### src/rtl/pulse_interval_meter.sv
// Interval meter: counts clk edges from a sampled start to a sampled stop.
// A new result comes with a one-cycle count_valid. An interval that reaches TIMEOUT is dropped with a one-cycle timeout strobe.
module pulse_interval_meter #(
  parameter int W       = 8,
  parameter int TIMEOUT = 200
) (
  input  logic         clk,
  input  logic         reset_n,
  input  logic         start,
  input  logic         stop,
  input  logic         abort,
  output logic         busy,
  output logic [W-1:0] count,
  output logic         count_valid,
  output logic         timeout
);

  typedef enum logic {IDLE, MEASURE} state_t;

  localparam logic [W-1:0] TIMEOUT_W = W'(TIMEOUT);

  state_t       state;
  logic [W-1:0] counter;

  always_ff @(posedge clk or negedge reset_n) begin
    if (!reset_n) begin
      state       <= IDLE;
      counter     <= '0;
      busy        <= 1'b0;
      count       <= '0;
      count_valid <= 1'b0;
      timeout     <= 1'b0;
    end else begin
      count_valid <= 1'b0;
      timeout     <= 1'b0;
      case (state)
        IDLE: begin
          // abort outranks start; stop is meaningless with nothing to end
          if (start && !abort) begin
            state   <= MEASURE;
            busy    <= 1'b1;
            counter <= W'(1);
          end
        end
        MEASURE: begin
          if (abort) begin
            state <= IDLE;
            busy  <= 1'b0;
          end else if (stop) begin
            count       <= counter;
            count_valid <= 1'b1;
            // start with stop chains straight into the next measurement
            if (start) begin
              counter <= W'(1);
            end else begin
              state <= IDLE;
              busy  <= 1'b0;
            end
          end else if (counter == TIMEOUT_W) begin
            timeout <= 1'b1;
            state   <= IDLE;
            busy    <= 1'b0;
          end else begin
            counter <= counter + W'(1);
          end
        end
        default: begin
          state <= IDLE;
          busy  <= 1'b0;
        end
      endcase
    end
  end

endmodule
### config.mk
export PLATFORM = sky130hd
export DESIGN_NAME = pulse_interval_meter
export DESIGN_NICKNAME = d
export VERILOG_FILES = /design/src/rtl/pulse_interval_meter.sv
export SDC_FILE = /design/constraint.sdc
export NUM_CORES = 1
export LEC_CHECK = 0
export BUFFER_PORTS_ARGS = -buffer_cell sky130_fd_sc_hd__buf_2
export CORE_MARGIN = 2
export CORE_UTILIZATION = 48
export DETAILED_ROUTE_END_ITERATION = 10
export PLACE_DENSITY_LB_ADDON = 0.05
export SYNTH_ARGS = -nofsm -noshare
export SYNTH_HDL_FRONTEND = slang
export SYNTH_SLANG_ARGS = --single-unit
### constraint.sdc
create_clock -name clk -period 1.93 [get_ports clk]
set_clock_uncertainty 0.2 [all_clocks]
set_input_delay 0.0965 -clock clk [delete_from_list [all_inputs] [get_ports clk]]
set_output_delay 0.0965 -clock clk [all_outputs]
set_load 0.03 [all_outputs]
==> out/metrics.cfg, run 1 <==
[critical_path]
crit_family = simple AND/OR/NAND/NOR gates
critPathKind = flop to flop
path_max_fanout = 5
rr_worst_depth = 6
required_ns = 1.92
slowest_stage = or4b_4
startpoint_type = flop
max_stage_delay_ns = 0.60
crit_buf_inv = 1
critPathArrivalTime_ns = 1.87
worstSetupEndpointType = flop
crit_path_cell_trace = inv_2 -> ha_4 -> nand4b_4 -> or4b_4 -> mux2i_1 -> o32ai_1
path_depth = 6

[route]
post_drt_via_cell_ratio = 5.338
drtAntennaViolNets = 0
dr.pass1.iters = 4
drcViolationCount = 0
drt-total-wl_mm = 1.984
drt-wirelength-per-cell_um = 13.41
drt-initial-drc-count = 13
num_vias = 790

[synth]
ys_seq_elements = 20
yosysSeqAreaShare_pct = 51.41
syn-num-nets = 97
yosysWarningCount = 0
synth_cell_types = 29
syn_area_um2 = 973.4
avgSynthCellArea_um2 = 10.82
syn_inst = 90

[clock_network]
cts_max_path_buffers = 2
clock_sinks = 20
cts_buffers = 3
insertion_delay_ns = 0.30
cts_max_level = 1
clkSlewWorstSetupHoldPaths_ns = 0.11
cts_tree = built
cts_root_buffer = clkbuf_4

[cells_and_area]
fin_nets = 130
register_area_um2 = 500.5
diodes = 0
fillCellCount = 176
drive_above_1_share_pct = 33.06
area_growth_pct = 28.41
final_cells = 148
multi_input_area_um2 = 469.2

[floorplanning]
start_util_pct = 50.13
pin_count = 16
die_h_um = 49.04
row_count = 16
fp.dieW_um = 49.04
coreArea_um2 = 1942
die-area_um2 = 2404

[global_route]
antenna_found_initial = 0
grt.met2_usage_pct = 28.08
grt_util_met3_pct = 3.681
grt_pass1_wl_mm = 3.525
grt_remaining_overflow = 0
grt_max_degree = 21
grt-busiest-layer = met1
grt.met1_usage_pct = 28.57
grt_pass1_vias = 707
track_usage_pct = 19.37

[timing]
grt_setup_unrepaired = yes
hold_viol = 0
final.period_utilization_pct = 97.29
setup-violations-final = 0
maxSlewHeadroom_pct = 69.28
period_minus_slack_ns = 1.878
fmax_mhz = 532.6
tightestPinTransition_ns = 0.4608
hold-worst-slack_ns = 0.06692
maxSlewViolCount = 0

[run_status]
outcome = finished clean

[place]
io_buffers = 15
dp.cells = 139
post-dp-hpwl_mm = 1.388
finalWeightedCongestion = 0.8196

[pwr]
power_mw = 0.8288
p_per_area_nw_per_um2 = 663.1
ir_drop_uv = 522.4
power.leakage_nw = 0.6459

[min_path]
hp-class = primary input to async pin

[job]
drv_cap = 0

[power by group]
part / internal, mW / switching (mW)
Combinational: 0.0718 / 0.100
Clock: 0.0727 / 0.124
Sequential: 0.442 / 0.0177
[cell usage after synthesis (all sizes together)]
cell / count / area (µm²)
a21oi: 3 / 15.01
a311oi: 1 / 8.760
a31oi: 1 / 6.260
and2: 1 / 6.260
and3: 1 / 6.260
and4: 1 / 8.760
buf: 1 / 5.000
clkbuf: 2 / 7.510
dfrtp: 20 / 500.5
ha: 2 / 25.02
inv: 5 / 18.77
mux2: 6 / 67.56
mux2i: 4 / 40.04
nand2: 11 / 41.29
nand2b: 1 / 6.260
nand3: 3 / 15.01
nand4: 2 / 12.51
nand4b: 1 / 23.77
nor2: 3 / 11.26
nor2b: 3 / 18.77
nor3: 2 / 10.01
nor4: 2 / 12.51
nor4b: 1 / 15.01
o211ai: 1 / 7.510
o21ai: 9 / 45.04
o311ai: 1 / 16.27
o32ai: 1 / 8.760
or4b: 1 / 13.76
[metal layers]
layer  wire length [µm]  vias up
met3                 61        6
met4                 70        0
li1                   -      391
met5                  0        -
met1                961      376
met2                890       17
[cells in the final DEF, fill, tap and decap left out, drive strengths merged, types with 2 or more instances in the layout]
cell / netlist / routed
a21oi: 3 / 3
nand2: 11 / 11
nand4: 2 / 2
nor4: 2 / 2
nand3: 3 / 3
buf: 1 / 27
dfrtp: 20 / 20
nor3: 2 / 2
o21ai: 9 / 9
clkbuf: 2 / 3
inv: 5 / 5
nor2: 3 / 3
mux2: 6 / 6
dlygate4sd3: 0 / 4
ha: 2 / 2
nor2b: 3 / 3
mux2i: 4 / 4
[stage by stage]
step | worst slack [ns] | util (%) | area (µm²) | TNS (ns)
2_1_floorplan | 0.02458 | - | 973.4 | 0
4_1_cts | 0.001723 | 62.31 | 1210 | 0
3_5_place_dp | 0.01256 | 58.96 | 1145 | 0
6_report | 0.05227 | 64.37 | 1250 | 0
3_3_place_gp | 0.04823 | 58.96 | 1145 | 0
5_1_grt | -0.02622 | 64.37 | 1250 | -0.04051
[state kept, by name, summed over array words and instances (netlist names)]
| signal | cells |
|---|---|
| timeout | 1 |
| count_valid | 1 |
| state | 1 |
| count | 8 |
| busy | 1 |
| counter | 8 |
[cell families after synthesis]
logic type / after synthesis / synth area share (%)
adders and majority gates: 2 / 2.570
DFF: 20 / 51.41
muxes: 10 / 11.05
buffers and inverters: 8 / 3.213
and+or+nand+nor: 33 / 20.69
AOI/OAI and AO/OA: 17 / 11.05
[path summary, 6_finish.rpt]
kind                       endpoint  slack (ns)       start
max in group asynchronous  count[0]        1.14     reset_n
hold / removal             count[3]        0.07     reset_n
setup reg to reg               busy        0.05  counter[1]
min in group clk           count[1]        0.29    count[1]
hold reg to reg            count[1]        0.29    count[1]
setup / recovery               busy        0.05  counter[1]
[what timing repair did]
action,CTS,global route
setup endpoints to repair,1,3
cloned,0,0
buffers inserted,0,2
gates resized for setup,1,4
endpoints found under the hold margin,22,0
hold buffers,4,0
pin swaps,0,5
[final cells by class]
class                   count  area share [%]
multi-input cells          62           37.54
repair buffers             31           16.42
inverters                   5           1.502
well taps                  27           2.703
flip-flops and latches     20           40.04
clock buffers               3           1.802
(Power assumes the default switching activity.)
==> run 2, diff against run 1 <==
--- a/config.mk
+++ b/config.mk
@@ -10,6 +10,7 @@
 export CORE_UTILIZATION = 48
 export DETAILED_ROUTE_END_ITERATION = 10
 export PLACE_DENSITY_LB_ADDON = 0.05
+export SETUP_SLACK_MARGIN = 0.3
 export SYNTH_ARGS = -nofsm -noshare
 export SYNTH_HDL_FRONTEND = slang
 export SYNTH_SLANG_ARGS = --single-unit
==> run 2 against run 1 <==
Against the previous run:
- core utilization up 2.2 points
- total power up 7.2%
- wire length up 5.9%
- non-clock buffer count unchanged
- cell count up 0.68%
- highest routed layer is now met3
==> out/metrics.cfg, run 2 (synthesis results as in run 1) <==
[timing]
hold-worst-slack_ns = 0.06934  ; +0.002416 ns
worst_slack_ns = 0.1119  ; +0.05961 ns
fmax_mhz = 550.0  ; +3.3%
grt_setup_unrepaired = yes
tightestPinTransition_ns = 0.4346  ; -0.02624 ns
final.period_utilization_pct = 94.20  ; -3.1 points
setup-violations-final = 0  ; unchanged
period_minus_slack_ns = 1.818  ; -0.05961 ns
setup_tns_ns = 0  ; unchanged
maxSlewHeadroom_pct = 71.03  ; +1.7 points
hold_viol = 0  ; unchanged
maxSlewViolCount = 0  ; unchanged

[place]
post_dp_cell_area_um2 = 1120  ; -2.2%
finalWeightedCongestion = 0.8062  ; -1.6%
pre_cts_slack_ns = 0.07313  ; +0.06057 ns
post-dp-hpwl_mm = 1.354  ; -2.5%
io_buffers = 15  ; unchanged
dp.cells = 134  ; -3.6%

[floorplanning]
die_h_um = 49.04  ; unchanged
die-area_um2 = 2404  ; unchanged
start_util_pct = 50.13  ; unchanged
row_count = 16  ; unchanged
coreArea_um2 = 1942  ; unchanged
fp.dieW_um = 49.04  ; unchanged
pin_count = 16  ; unchanged

[clock_network]
cts_max_path_buffers = 2  ; unchanged
clkSlewWorstSetupHoldPaths_ns = 0.12  ; about the same
cts_max_level = 1  ; unchanged
clock_sinks = 20  ; unchanged
cts_root_buffer = clkbuf_4
insertion_delay_ns = 0.30  ; about the same
cts_buffers = 3  ; unchanged
cts_tree = built

[pwr]
p_per_area_nw_per_um2 = 687.2  ; +3.6%
ir_drop_uv = 519.3  ; -0.59%
power.leakage_nw = 0.6519  ; +0.92%
power_mw = 0.8882  ; +7.2%

[critical_path]
path_depth = 6  ; unchanged
crit_path_cell_trace = inv_2 -> ha_4 -> nand4b_4 -> or4b_4 -> mux2i_1 -> o32ai_1
required_ns = 1.92  ; about the same
rr_worst_depth = 6  ; unchanged
path_max_fanout = 5  ; unchanged
worstSetupEndpointType = flop
crit_buf_inv = 1  ; unchanged
critPathArrivalTime_ns = 1.81  ; -0.06 ns
critPathKind = flop to flop
startpoint_type = flop
crit_family = simple AND/OR/NAND/NOR gates
slowest_stage = or4b_4
max_stage_delay_ns = 0.53  ; -0.07 ns

[route]
drt-initial-drc-count = 12  ; -1
drcViolationCount = 0  ; unchanged
num_vias = 792  ; +0.25%
post_drt_via_cell_ratio = 5.315  ; -0.42%
drt-total-wl_mm = 2.102  ; +5.9%
drt-wirelength-per-cell_um = 14.11  ; +5.2%
drtAntennaViolNets = 0  ; unchanged
dr.pass1.iters = 4  ; unchanged

[global_route]
grt_remaining_overflow = 0  ; unchanged
grt_pass1_vias = 765  ; +8.2%
grt_max_degree = 21  ; unchanged
grt_pass1_wl_mm = 3.415  ; -3.1%
antenna_found_initial = 0  ; unchanged
track_usage_pct = 19.06  ; -0.31 points

[cells_and_area]
drive_above_1_share_pct = 36.07  ; +3.0 points
fillCellCount = 156  ; -11%
final_cell_mix = 20 x dfrtp_1, 15 x buf_2, 12 x buf_4
final_cells = 149  ; +0.68%
fin_area_um2 = 1292  ; +3.4%
fin_util_pct = 66.56  ; +2.2 points
reg_top3 = count: 8 flops, counter: 8 flops
area_growth_pct = 32.78
layout_commonest_cell = dfrtp_1
fin_nets = 130  ; unchanged
diodes = 0  ; unchanged

[job]
drv_cap = 0  ; unchanged

[run_status]
outcome = finished clean

[min_path]
hp-class = primary input to async pin

## run 2: cell type report
cell class,instances,area (µm²),area share (%)
timing repair buffer,31,205.2,15.88
inverter,5,18.77,1.452
tap,27,33.78,2.614
multi-input combinational,62,498.0,38.53
clock buffer,4,36.28,2.807
sequential,20,500.5,38.72
## run 2: worst register-to-register path, cell delays in order, from the launching register on
cell and delay, ns:
dfrtp_1 0.41, inv_2 0.09, ha_4 0.14, nand4b_4 0.10
or4b_4 0.53, mux2i_1 0.15, o32ai_1 0.09
## run 2: worst paths after layout
path	start	end	slack, ns
worst max-delay path	counter[0]	busy	0.11
worst min-delay path	reset_n	count[2]	0.07
worst max register to register	counter[0]	busy	0.11
worst min register to register	count[1]	count[1]	0.30
max in group asynchronous	reset_n	count[5]	1.15
min in group clk	abort	counter[3]	0.07
## run 2: repair_timing
action	in CTS	in global routing
buffers inserted	5	2
endpoints found under the setup margin	7	8
pin swaps	4	2
endpoints found under the hold margin	22	0
hold buffers	4	0
resized for setup	2	5
## run 2: metal layers
metal / vias to the layer above / wire (µm) / track usage, %
met2: 9 / 1077 / 33.11
met1: 391 / 971 / 23.64
met5: - / 0 / 0
met3: 0 / 52 / 3.067
met4: 0 / 0 / 7.619
li1: 392 / - / -
## run 2: report_power, final
part | leakage [nW] | switching, mW | internal, mW
logic | 0.364 | 0.107 | 0.0772
clock network | 0.0210 | 0.128 | 0.115
registers | 0.267 | 0.0189 | 0.442
==> run 3, diff against run 2 <==
--- a/config.mk
+++ b/config.mk
@@ -7,10 +7,9 @@
 export LEC_CHECK = 0
 export BUFFER_PORTS_ARGS = -buffer_cell sky130_fd_sc_hd__buf_2
 export CORE_MARGIN = 2
-export CORE_UTILIZATION = 48
+export CORE_UTILIZATION = 53
 export DETAILED_ROUTE_END_ITERATION = 10
 export PLACE_DENSITY_LB_ADDON = 0.05
-export SETUP_SLACK_MARGIN = 0.3
 export SYNTH_ARGS = -nofsm -noshare
 export SYNTH_HDL_FRONTEND = slang
 export SYNTH_SLANG_ARGS = --single-unit
==> constraint.sdc (replaced) <==
create_clock -name clk -period 1.95 [get_ports clk]
set_clock_uncertainty 0.2 [all_clocks]
set_input_delay 0.0975 -clock clk [delete_from_list [all_inputs] [get_ports clk]]
set_output_delay 0.0975 -clock clk [all_outputs]
set_load 0.03 [all_outputs]
==> run 3 against run 2 <==
Against the previous run:
- via count up 2.9%
- sequential power is 1% lower
- clock power increased by 2%
- count of clock-buffer cells in the layout unchanged
- core utilization up 4.7 points
- critical path type unchanged
- largest power group unchanged
- total power is 2.6% lower
- final area fell by 4.7%
- fmax down 2.4%
- die area shrank 8.7%
- sequential cell count did not move
==> out/metrics.cfg, run 3 (synthesis results as in run 1) <==
[run_status]
outcome = finished clean

[global_route]
track_usage_pct = 21.35  ; +2.3 points
grt_pass1_wl_mm = 3.277  ; -4.0%
grt_remaining_overflow = 0  ; unchanged
grt_pass1_vias = 699  ; -8.6%
antenna_found_initial = 0  ; unchanged
grt_max_degree = 21  ; unchanged

[floorplanning]
die-area_um2 = 2195  ; -8.7%
start_util_pct = 56.38  ; +6.2 points
fp.dieW_um = 46.86  ; -4.4%
row_count = 15  ; -1
pin_count = 16  ; unchanged
coreArea_um2 = 1727  ; -11%
die_h_um = 46.86  ; -4.4%

[timing]
final.period_utilization_pct = 95.54  ; +1.3 points
maxSlewHeadroom_pct = 70.46  ; -0.57 points
fmax_mhz = 536.8  ; -2.4%
grt_setup_unrepaired = no
tightestPinTransition_ns = 0.4432  ; +0.008565 ns
period_minus_slack_ns = 1.863  ; +0.04482 ns
maxSlewViolCount = 0  ; unchanged
hold_viol = 0  ; unchanged
hold-worst-slack_ns = 0.05170  ; -0.01764 ns
setup-violations-final = 0  ; unchanged

[min_path]
hp-class = primary input to async pin

[route]
post_drt_via_cell_ratio = 5.621  ; +5.7%
drcViolationCount = 0  ; unchanged
dr.pass1.iters = 4  ; unchanged
drt-wirelength-per-cell_um = 14.03  ; -0.52%
drtAntennaViolNets = 0  ; unchanged
drt-initial-drc-count = 27  ; +15
num_vias = 815  ; +2.9%
drt-total-wl_mm = 2.035  ; -3.2%

[cells_and_area]
area_growth_pct = 26.48
fin_nets = 128  ; -1.5%
diodes = 0  ; unchanged
reg_top3 = count: 8 flops, counter: 8 flops
fillCellCount = 129  ; -17%
layout_commonest_cell = dfrtp_1
multi_input_area_um2 = 454.2  ; -8.8%
register_area_um2 = 500.5  ; unchanged
drive_above_1_share_pct = 31.67  ; -4.4 points
final_cell_mix = 20 x dfrtp_1, 15 x buf_2, 11 x nand2_1
fin_util_pct = 71.30  ; +4.7 points

[pwr]
p_per_area_nw_per_um2 = 702.9  ; +2.3%
ir_drop_uv = 519.5  ; about the same
power.leakage_nw = 0.6415  ; -1.6%

[critical_path]
startpoint_type = flop
worstSetupEndpointType = flop
reg2reg_to = busy
path_max_fanout = 5  ; unchanged
rr_worst_depth = 6  ; unchanged
required_ns = 1.95  ; +0.03 ns
r2r-start = counter[1]
critPathKind = flop to flop
critPathArrivalTime_ns = 1.86  ; +0.05 ns
r2r_setup_slack_ns = 0.09  ; -0.02 ns

[clock_network]
clock_sinks = 20  ; unchanged
cts_tree = built
cts_root_buffer = clkbuf_4
cts_buffers = 3  ; unchanged
cts_max_path_buffers = 2  ; unchanged
cts_max_level = 1  ; unchanged
insertion_delay_ns = 0.31  ; about the same
clkSlewWorstSetupHoldPaths_ns = 0.12  ; about the same

[job]
drv_cap = 0  ; unchanged

[place]
io_buffers = 15  ; unchanged
finalWeightedCongestion = 0.8516  ; +5.6%
post-dp-hpwl_mm = 1.406  ; +3.9%

## run 3: cell count changes in the layout (fill, tap and decap cells not counted)
| cell | before | now |
|---|---|---|
| nor3_1 | 0 | 2 |
| nor4b_4 | 1 | 0 |
| ha_1 | 0 | 1 |
| nand3_1 | 2 | 3 |
| nand3_4 | 1 | 0 |
| buf_4 | 12 | 10 |
| ha_4 | 2 | 1 |
| nor3_2 | 2 | 0 |
| nor4b_2 | 0 | 1 |
## run 3: how the worst max path moves through the flow
| stage | slack [ns] | start | endpoint | depth (start not counted) |
|---|---|---|---|---|
| final | 0.09 | counter[1] | busy | 6 |
| after global routing | 0.01 | counter[1] | busy | 6 |
| after global placement | 0.04 | counter[0] | counter[2] | 6 |
| after detailed placement | -0.005 | counter[0] | counter[2] | 6 |
| after floorplan | 0.04 | counter[0] | counter[2] | 6 |
| after CTS | 0.01 | counter[0] | counter[2] | 6 |
## run 3: stage by stage
stage	instance area, µm²	total power, mW	setup TNS [ns]	instances	worst slack (ns)
floorplan	973.4	0.5489	0	90	0.04458
global placement	1135	0.6062	0	136	0.04269
detailed placement	1135	0.6101	-0.005175	136	-0.005175
CTS	1219	0.8628	0	145	0.01361
global route	1231	0.9097	0	145	0.01299
finish	1231	0.8655	0	145	0.08706
## run 3: where the power goes
part | leakage, nW | total [mW] | internal [mW] | switching [mW]
Combinational | 0.353 | 0.163 | 0.0650 | 0.0980
Clock | 0.0210 | 0.248 | 0.114 | 0.134
Sequential | 0.267 | 0.455 | 0.438 | 0.0169
Total | 0.642 | 0.865 | 0.617 | 0.249
## run 3: area by class of cell
type / count / share of cell area (%)
clock buffers: 4 / 2.947
inverters: 5 / 1.524
multi-input cells: 62 / 36.89
flip-flops and latches: 20 / 40.65
well taps: 25 / 2.541
repair buffers: 29 / 15.45
## run 3: worst max-delay path: stages (launching register included)
cell      delay [ns]
dfrtp_1         0.40
inv_2           0.08
ha_4            0.14
nand4b_4        0.11
or4b_4          0.59
mux2i_1         0.15
o32ai_1         0.09
## run 3: repair_timing
action | 4_1_cts | 5_1_grt
endpoints found under the setup margin | 1 | 3
pin swaps | 0 | 3
hold buffers | 4 | 0
endpoints found under the hold margin | 22 | 0
setup buffers | 1 | 0
gates resized for setup | 0 | 4
## run 3: layer usage
| layer | wire, µm | part of all wire [%] | GRT usage (%) |
|---|---|---|---|
| met1 | 951 | 47 | 29.64 |
| met2 | 944 | 46 | 31.51 |
| met3 | 57 | 2.8 | 3.462 |
| met4 | 82 | 4.0 | 12.22 |
| met5 | 0 | 0 | 0 |
